[src/rtl/traffic_phase_fsm.sv]
// ---------------------------------------------------------------------------
// traffic_phase_fsm
//   Phase controller for a two-street intersection. It produces the one-hot
//   light codes for both streets and, for each street, the number of seconds
//   until its light changes colour. Those counts drive the countdown display
//   stage downstream. The block contains its own 1 s prescaler, a phase timer,
//   pedestrian shortening of green, and a night flashing-yellow mode.
//
// Ports
//   clk          in   system clock; all logic runs on posedge
//   rst          in   synchronous, active-high reset
//   ped_req      in   request to shorten the currently active green
//   night        in   night-mode request (level)
//   street_a     out  [2:0] street A light: 100 red, 010 yellow, 001 green, 000 dark
//   street_b     out  [2:0] street B light, same encoding
//   count_a      out  [5:0] seconds until street A changes colour (0 at night)
//   count_b      out  [5:0] seconds until street B changes colour (0 at night)
//   sec_tick     out  one-cycle pulse, once per second
//   phase_start  out  one-cycle pulse in the first cycle of each new phase
// ---------------------------------------------------------------------------
module traffic_phase_fsm #(
    parameter int CLK_PER_SEC = 50_000_000,
    parameter int GREEN_SEC   = 45,
    parameter int YELLOW_SEC  = 5,
    parameter int ALL_RED_SEC = 2,
    parameter int PED_MIN_SEC = 8
) (
    input  logic       clk,
    input  logic       rst,
    input  logic       ped_req,
    input  logic       night,
    output logic [2:0] street_a,
    output logic [2:0] street_b,
    output logic [5:0] count_a,
    output logic [5:0] count_b,
    output logic       sec_tick,
    output logic       phase_start
);

    // The largest count shown is s+G+Y+R during all-red, which is G+Y+2R-1.
    // It must fit in 6 bits.
    if (GREEN_SEC + YELLOW_SEC + 2 * ALL_RED_SEC - 1 > 63) begin : g_width_err
        $error("traffic_phase_fsm: GREEN+YELLOW+2*ALL_RED-1 exceeds 63");
    end
    if (CLK_PER_SEC < 2 || GREEN_SEC < 1 || YELLOW_SEC < 1 || ALL_RED_SEC < 1 ||
        PED_MIN_SEC < 1 || PED_MIN_SEC > GREEN_SEC) begin : g_param_err
        $error("traffic_phase_fsm: illegal timing parameter");
    end

    localparam int PW = $clog2(CLK_PER_SEC);

    localparam logic [PW-1:0] PRESC_LOAD = PW'(CLK_PER_SEC - 1);
    localparam logic [5:0]    G_LOAD     = 6'(GREEN_SEC - 1);
    localparam logic [5:0]    Y_LOAD     = 6'(YELLOW_SEC - 1);
    localparam logic [5:0]    R_LOAD     = 6'(ALL_RED_SEC - 1);
    localparam logic [5:0]    PED_LOAD   = 6'(PED_MIN_SEC - 1);
    localparam logic [5:0]    YR         = 6'(YELLOW_SEC + ALL_RED_SEC);
    localparam logic [5:0]    R6         = 6'(ALL_RED_SEC);
    localparam logic [5:0]    GYR        = 6'(GREEN_SEC + YELLOW_SEC + ALL_RED_SEC);

    localparam logic [2:0] L_RED  = 3'b100;
    localparam logic [2:0] L_YEL  = 3'b010;
    localparam logic [2:0] L_GRN  = 3'b001;
    localparam logic [2:0] L_DARK = 3'b000;

    typedef enum logic [2:0] {
        S_A_GREEN   = 3'd0,
        S_A_YELLOW  = 3'd1,
        S_ALL_RED_1 = 3'd2,
        S_B_GREEN   = 3'd3,
        S_B_YELLOW  = 3'd4,
        S_ALL_RED_2 = 3'd5,
        S_NIGHT     = 3'd6
    } state_t;

    state_t          r_state, w_state_nxt;
    logic [5:0]      r_sec_left, w_sec_left_nxt;
    logic [PW-1:0]   r_presc;
    logic            r_flash, w_flash_nxt;
    logic            r_phase_start, w_phase_start_nxt;
    // r_boot is set only for the ALL_RED_2 phase that follows reset. In that
    // phase count_b shows the bare phase timer. From the next phase on,
    // count_b uses the normal decode.
    logic            r_boot, w_boot_nxt;
    logic            w_tick;
    logic            w_expire;

    assign w_tick   = (r_presc == '0);
    assign w_expire = w_tick && (r_sec_left == '0);

    // NOTE: reset is sampled on the clock edge, so it is a plain branch inside
    // the clocked process and has no entry in the sensitivity list.
    always_ff @(posedge clk) begin
        if (rst) begin
            r_state       <= S_ALL_RED_2;
            r_sec_left    <= R_LOAD;
            r_presc       <= PRESC_LOAD;
            r_flash       <= 1'b0;
            r_phase_start <= 1'b0;
            r_boot        <= 1'b1;
        end else begin
            // NOTE: non-blocking assignments. Every register here updates from
            // the values present before the edge, whatever order the lines are in.
            r_state       <= w_state_nxt;
            r_sec_left    <= w_sec_left_nxt;
            r_presc       <= w_tick ? PRESC_LOAD : r_presc - 1'b1;
            r_flash       <= w_flash_nxt;
            r_phase_start <= w_phase_start_nxt;
            r_boot        <= w_boot_nxt;
        end
    end

    // Next-state logic and phase timer.
    always_comb begin
        // NOTE: every signal gets a default first. Paths that leave one
        // unassigned would otherwise infer a latch.
        w_state_nxt       = r_state;
        w_sec_left_nxt    = r_sec_left;
        w_flash_nxt       = r_flash;
        w_phase_start_nxt = 1'b0;

        case (r_state)
            S_A_GREEN, S_B_GREEN: begin
                if (w_expire) begin
                    w_state_nxt       = (r_state == S_A_GREEN) ? S_A_YELLOW : S_B_YELLOW;
                    w_sec_left_nxt    = Y_LOAD;
                    w_phase_start_nxt = 1'b1;
                end else if (ped_req && r_sec_left > PED_LOAD) begin
                    // The clamp takes priority over a decrement in the same cycle.
                    w_sec_left_nxt = PED_LOAD;
                end else if (w_tick) begin
                    w_sec_left_nxt = r_sec_left - 6'd1;
                end
            end
            S_A_YELLOW, S_B_YELLOW: begin
                if (w_expire) begin
                    w_state_nxt       = (r_state == S_A_YELLOW) ? S_ALL_RED_1 : S_ALL_RED_2;
                    w_sec_left_nxt    = R_LOAD;
                    w_phase_start_nxt = 1'b1;
                end else if (w_tick) begin
                    w_sec_left_nxt = r_sec_left - 6'd1;
                end
            end
            S_ALL_RED_1, S_ALL_RED_2: begin
                if (w_expire) begin
                    w_phase_start_nxt = 1'b1;
                    if (night) begin
                        w_state_nxt    = S_NIGHT;
                        w_sec_left_nxt = '0;
                        w_flash_nxt    = 1'b0;
                    end else begin
                        w_state_nxt    = (r_state == S_ALL_RED_1) ? S_B_GREEN : S_A_GREEN;
                        w_sec_left_nxt = G_LOAD;
                    end
                end else if (w_tick) begin
                    w_sec_left_nxt = r_sec_left - 6'd1;
                end
            end
            S_NIGHT: begin
                if (w_tick) begin
                    if (!night) begin
                        w_state_nxt       = S_ALL_RED_2;
                        w_sec_left_nxt    = R_LOAD;
                        w_flash_nxt       = 1'b0;
                        w_phase_start_nxt = 1'b1;
                    end else begin
                        w_flash_nxt = ~r_flash;
                    end
                end
            end
            default: begin
                w_state_nxt       = S_ALL_RED_2;
                w_sec_left_nxt    = R_LOAD;
                w_flash_nxt       = 1'b0;
                w_phase_start_nxt = 1'b1;
            end
        endcase

        // The boot phase ends on the first phase change.
        w_boot_nxt = r_boot && !w_phase_start_nxt;
    end

    // Output decode. Every output comes from registers only.
    always_comb begin
        street_a = L_RED;
        street_b = L_RED;
        count_a  = r_sec_left;
        count_b  = r_sec_left;

        case (r_state)
            S_A_GREEN: begin
                street_a = L_GRN;
                count_b  = r_sec_left + YR;
            end
            S_A_YELLOW: begin
                street_a = L_YEL;
                count_b  = r_sec_left + R6;
            end
            S_ALL_RED_1: begin
                count_a = r_sec_left + GYR;
            end
            S_B_GREEN: begin
                street_b = L_GRN;
                count_a  = r_sec_left + YR;
            end
            S_B_YELLOW: begin
                street_b = L_YEL;
                count_a  = r_sec_left + R6;
            end
            S_ALL_RED_2: begin
                count_b = r_boot ? r_sec_left : r_sec_left + GYR;
            end
            S_NIGHT: begin
                street_a = r_flash ? L_YEL : L_DARK;
                street_b = r_flash ? L_YEL : L_DARK;
                count_a  = '0;
                count_b  = '0;
            end
            default: begin
                street_a = L_RED;
                street_b = L_RED;
            end
        endcase
    end

    assign sec_tick    = w_tick;
    assign phase_start = r_phase_start;

endmodule
[config.mk]
export PLATFORM = sky130hd
export DESIGN_NAME = traffic_phase_fsm
export DESIGN_NICKNAME = d
export VERILOG_FILES = /design/src/rtl/traffic_phase_fsm.sv
export SDC_FILE = /design/constraint.sdc
export NUM_CORES = 1
export LEC_CHECK = 0
export ABC_AREA = 1
export CORE_AREA = 5 5 73 102
export CTS_BUF_LIST = sky130_fd_sc_hd__clkbuf_8
export DETAILED_ROUTE_END_ITERATION = 8
export DIE_AREA = 0 0 78 107
export PLACE_DENSITY = 0.73
export SYNTH_ARGS = -nofsm -noshare
export SYNTH_HDL_FRONTEND = slang
export SYNTH_SLANG_ARGS = --single-unit
[constraint.sdc]
create_clock -name clk -period 2.9 [get_ports clk]
set_clock_uncertainty 0.2 [all_clocks]
set_input_delay 0.29 -clock clk [delete_from_list [all_inputs] [get_ports clk]]
set_output_delay 0.29 -clock clk [all_outputs]
set_load 0.03 [all_outputs]
==> impl_metrics.prom <==
# TYPE chip_impl_metric gauge
chip_impl_metric{name="ff2ff_path_depth",unit=""} 11
chip_impl_metric{name="htree_num_levels",unit=""} 2
chip_impl_metric{name="path_clk_slew",unit="ps"} 80
chip_impl_metric{name="finish.net_count",unit=""} 479
chip_impl_info{name="outcome",value="completed"} 1
chip_impl_metric{name="finalHoldViolations",unit=""} 0
chip_impl_metric{name="floorplan.die.width",unit="µm"} 78
chip_impl_metric{name="synth_edf_count",unit=""} 0
chip_impl_metric{name="data_arrival_time_of_the_critical_path",unit="ps"} 2250
chip_impl_metric{name="synth.yosys.seq_area_share",unit=""} 0.270
chip_impl_metric{name="area_delta_synth_final",unit="%"} 17.6
chip_impl_metric{name="yosysWarnings",unit=""} 0
chip_impl_metric{name="setup_tns",unit="ps"} 0
chip_impl_metric{name="timing_worst_slew_pin_value",unit="ps"} 425
chip_impl_metric{name="synth_nets",unit=""} 450
chip_impl_metric{name="setup.reg_to_reg.worst_slack",unit="ps"} 740
chip_impl_metric{name="place.port_buffers",unit=""} 23
chip_impl_metric{name="max_cap_violations",unit=""} 0
chip_impl_metric{name="via_count_of_the_first_global_routing_pass",unit=""} 2821
chip_impl_metric{name="cp.required",unit="ps"} 2410
chip_impl_metric{name="boundaryPins",unit=""} 24
chip_impl_metric{name="detailedRoute.firstPassIterationCount",unit=""} 4
chip_impl_metric{name="grtUsageTotal",unit=""} 0.189
chip_impl_metric{name="ys_async_sr_fraction",unit=""} 0
chip_impl_metric{name="insertion_delay",unit="ps"} 290
chip_impl_metric{name="detail_route.vias_per_cell",unit=""} 5.28
chip_impl_metric{name="setup_ws",unit="ps"} 159
chip_impl_metric{name="synth.avg_cell_area",unit="µm²"} 6.49
chip_impl_metric{name="detail_route.drc_violations",unit=""} 0
chip_impl_metric{name="clk_path_buf_depth",unit=""} 2
chip_impl_metric{name="globalRoute.totalOverflow",unit=""} 0
chip_impl_info{name="commonest_non_fill_non_tap_cell_in_the_layout",value="nand2_1"} 1
chip_impl_metric{name="holdPathStages",unit=""} 1
chip_impl_info{name="crit_type",value="register to output port"} 1
chip_impl_info{name="clockRootBuffer",value="clkbuf_8"} 1
chip_impl_metric{name="placement.setup.worst_slack",unit="ps"} 177
chip_impl_info{name="mostFrequentLayoutCells",value="91 x nand2_1, 55 x inv_1, 54 x nor2_1, 34 x dfxtp_1, 28 x nand3_1"} 1
chip_impl_metric{name="report.final.setup_viol",unit=""} 0
chip_impl_metric{name="vias",unit=""} 2840
chip_impl_metric{name="antenna_found_initial",unit=""} 0
chip_impl_metric{name="dpl.hpwl",unit="mm"} 6.14
chip_impl_metric{name="slew_headroom",unit=""} 0.714
chip_impl_metric{name="drtAntennaViolNets",unit=""} 0
chip_impl_metric{name="crit_path_max_fanout",unit=""} 9
chip_impl_metric{name="synth_area",unit="µm²"} 2820
chip_impl_metric{name="max_freq",unit="MHz"} 365
chip_impl_metric{name="start_util",unit=""} 0.437
chip_impl_metric{name="wl_per_cell",unit="µm"} 14.2
chip_impl_metric{name="fillers",unit=""} 651
chip_impl_metric{name="die_y",unit="µm"} 107
chip_impl_metric{name="maximum_number_of_pins_on_one_net_before_global_route_repair",unit=""} 16
chip_impl_metric{name="total_routed_length",unit="mm"} 7.63
chip_impl_metric{name="vdd_drop_max",unit="mV"} 0.449
chip_impl_metric{name="hold_buffers",unit=""} 0
chip_impl_metric{name="synth_seq_cells",unit=""} 38
chip_impl_info{name="endpoint_kind",value="output port"} 1
chip_impl_metric{name="final_layout_size_suffix_gt1_frac",unit=""} 0.140
chip_impl_metric{name="synth.lib_cells_used.distinct",unit=""} 45
chip_impl_info{name="critPathLaunchType",value="register"} 1
chip_impl_metric{name="fp.coreArea",unit="µm²"} 6440
chip_impl_metric{name="num_rows",unit=""} 35
chip_impl_metric{name="cts_num_sinks",unit=""} 38
chip_impl_info{name="clock_tree_from_tritoncts",value="yes"} 1
chip_impl_metric{name="pwr_density",unit="nW/µm²"} 427
chip_impl_metric{name="numCtsBuffers",unit=""} 5
chip_impl_metric{name="drt_first_iter_violations",unit=""} 197
chip_impl_info{name="hp-class",value="register to register"} 1
chip_impl_metric{name="diodes",unit=""} 0
chip_impl_metric{name="netlist_instances",unit=""} 434
chip_impl_info{name="ys.flop_type",value="dfxtp_1"} 1
chip_impl_metric{name="period_utilization_post_route",unit=""} 0.945
chip_impl_metric{name="cellLeakagePower",unit="nW"} 1.46
chip_impl_metric{name="maxSlewViolCount",unit=""} 0
chip_impl_metric{name="period_minus_slack",unit="ps"} 2740
chip_impl_info{name="setup_repair_after_global_routing_missed_its_margin",value="no"} 1
chip_impl_metric{name="die_area",unit="µm²"} 8350
chip_impl_metric{name="routabilityCongestion",unit=""} 0.969
chip_impl_metric{name="wire_length_of_the_first_global_routing_pass",unit="mm"} 12.9
[critical path, stage by stage, from the launching register on]
cell and delay, ps:
dfxtp_2 440, inv_1 110, ha_1 280, xnor2_2 180
o21ai_1 140, a21oi_1 50, o21ai_1 70, clkdlybuf4s50_1 680
[routing by layer]
layer  part of all wire  global-route usage
met3              0.038              0.0235
met1               0.38               0.188
met4              0.029              0.0954
met5                  0                   0
met2               0.55               0.370
[cell families after synthesis]
logic type | Yosys count | share of synthesized area
AO/OA/AOI/OAI | 74 | 0.152
flip-flops | 38 | 0.270
XOR/XNOR | 13 | 0.0404
AND/OR/NAND/NOR | 223 | 0.376
buffers and inverters | 74 | 0.108
adder cells (fa/ha/maj) | 12 | 0.0533
[cell type report]
class,count,area [µm²],area share
clock inverters,2,60.1,0.0181
inverters,62,236,0.0714
repair buffers,34,310,0.0937
well taps,74,92.6,0.0280
multi-input cells,322,1760,0.533
flip-flops and latches,38,766,0.231
clock buffers,6,82.6,0.0249
[power breakdown]
group	switching (mW)	internal, mW	total (mW)
registers	0.0248	0.537	0.562
logic	0.192	0.101	0.292
clock network	0.195	0.367	0.562
total	0.411	1.00	1.42
[Yosys cell counts (3+ instances only)]
library cell	number	area, µm²
nor2_1	54	203
o21ai_1	7	35.0
nand2_1	91	342
inv_1	55	206
a21oi_1	23	115
nor2_2	11	68.8
nand3_1	28	140
o2111ai_1	3	26.3
nand2_2	8	50.1
buf_2	4	20.0
dfxtp_1	38	761
inv_2	5	18.8
nor3_1	7	35.0
xor2_1	9	78.8
xnor2_1	4	35.0
buf_4	3	22.5
o21ai_0	25	125
clkbuf_1	3	11.3
ha_1	12	150
nor2_4	5	56.3
nand4_1	8	50.1
[path summary, 6_finish.rpt]
kind                                    end          start
worst min-delay path             r_presc[0]     r_presc[0]
worst max register to register  r_presc[23]     r_presc[0]
worst min register to register   r_presc[0]     r_presc[0]
worst max-delay path             count_a[2]  r_sec_left[0]
[metrics by stage]
stage	total power, mW	area [µm²]	cells	util	hold WS, ps
global route	1.49	3310	538	0.514	207
global placement	0.863	3150	530	0.490	172
CTS	1.43	3300	538	0.513	194
finish	1.42	3310	538	0.514	193
detailed placement	0.865	3150	530	0.490	177
floorplan	0.772	2820	434	-	166
[sequential cells by signal, summed over array words and instances, names as in the netlist]
register     flops
r_presc         26
r_sec_left       6
r_state          3
phase_start      1
r_boot           1
r_flash          1
[what timing repair did]
action / 4_1_cts / 5_1_grt
buffers inserted: 0 / 0
resized for setup: 7 / 4
setup endpoints to repair: 5 / 6
Power figures use the tool's default switching activity.
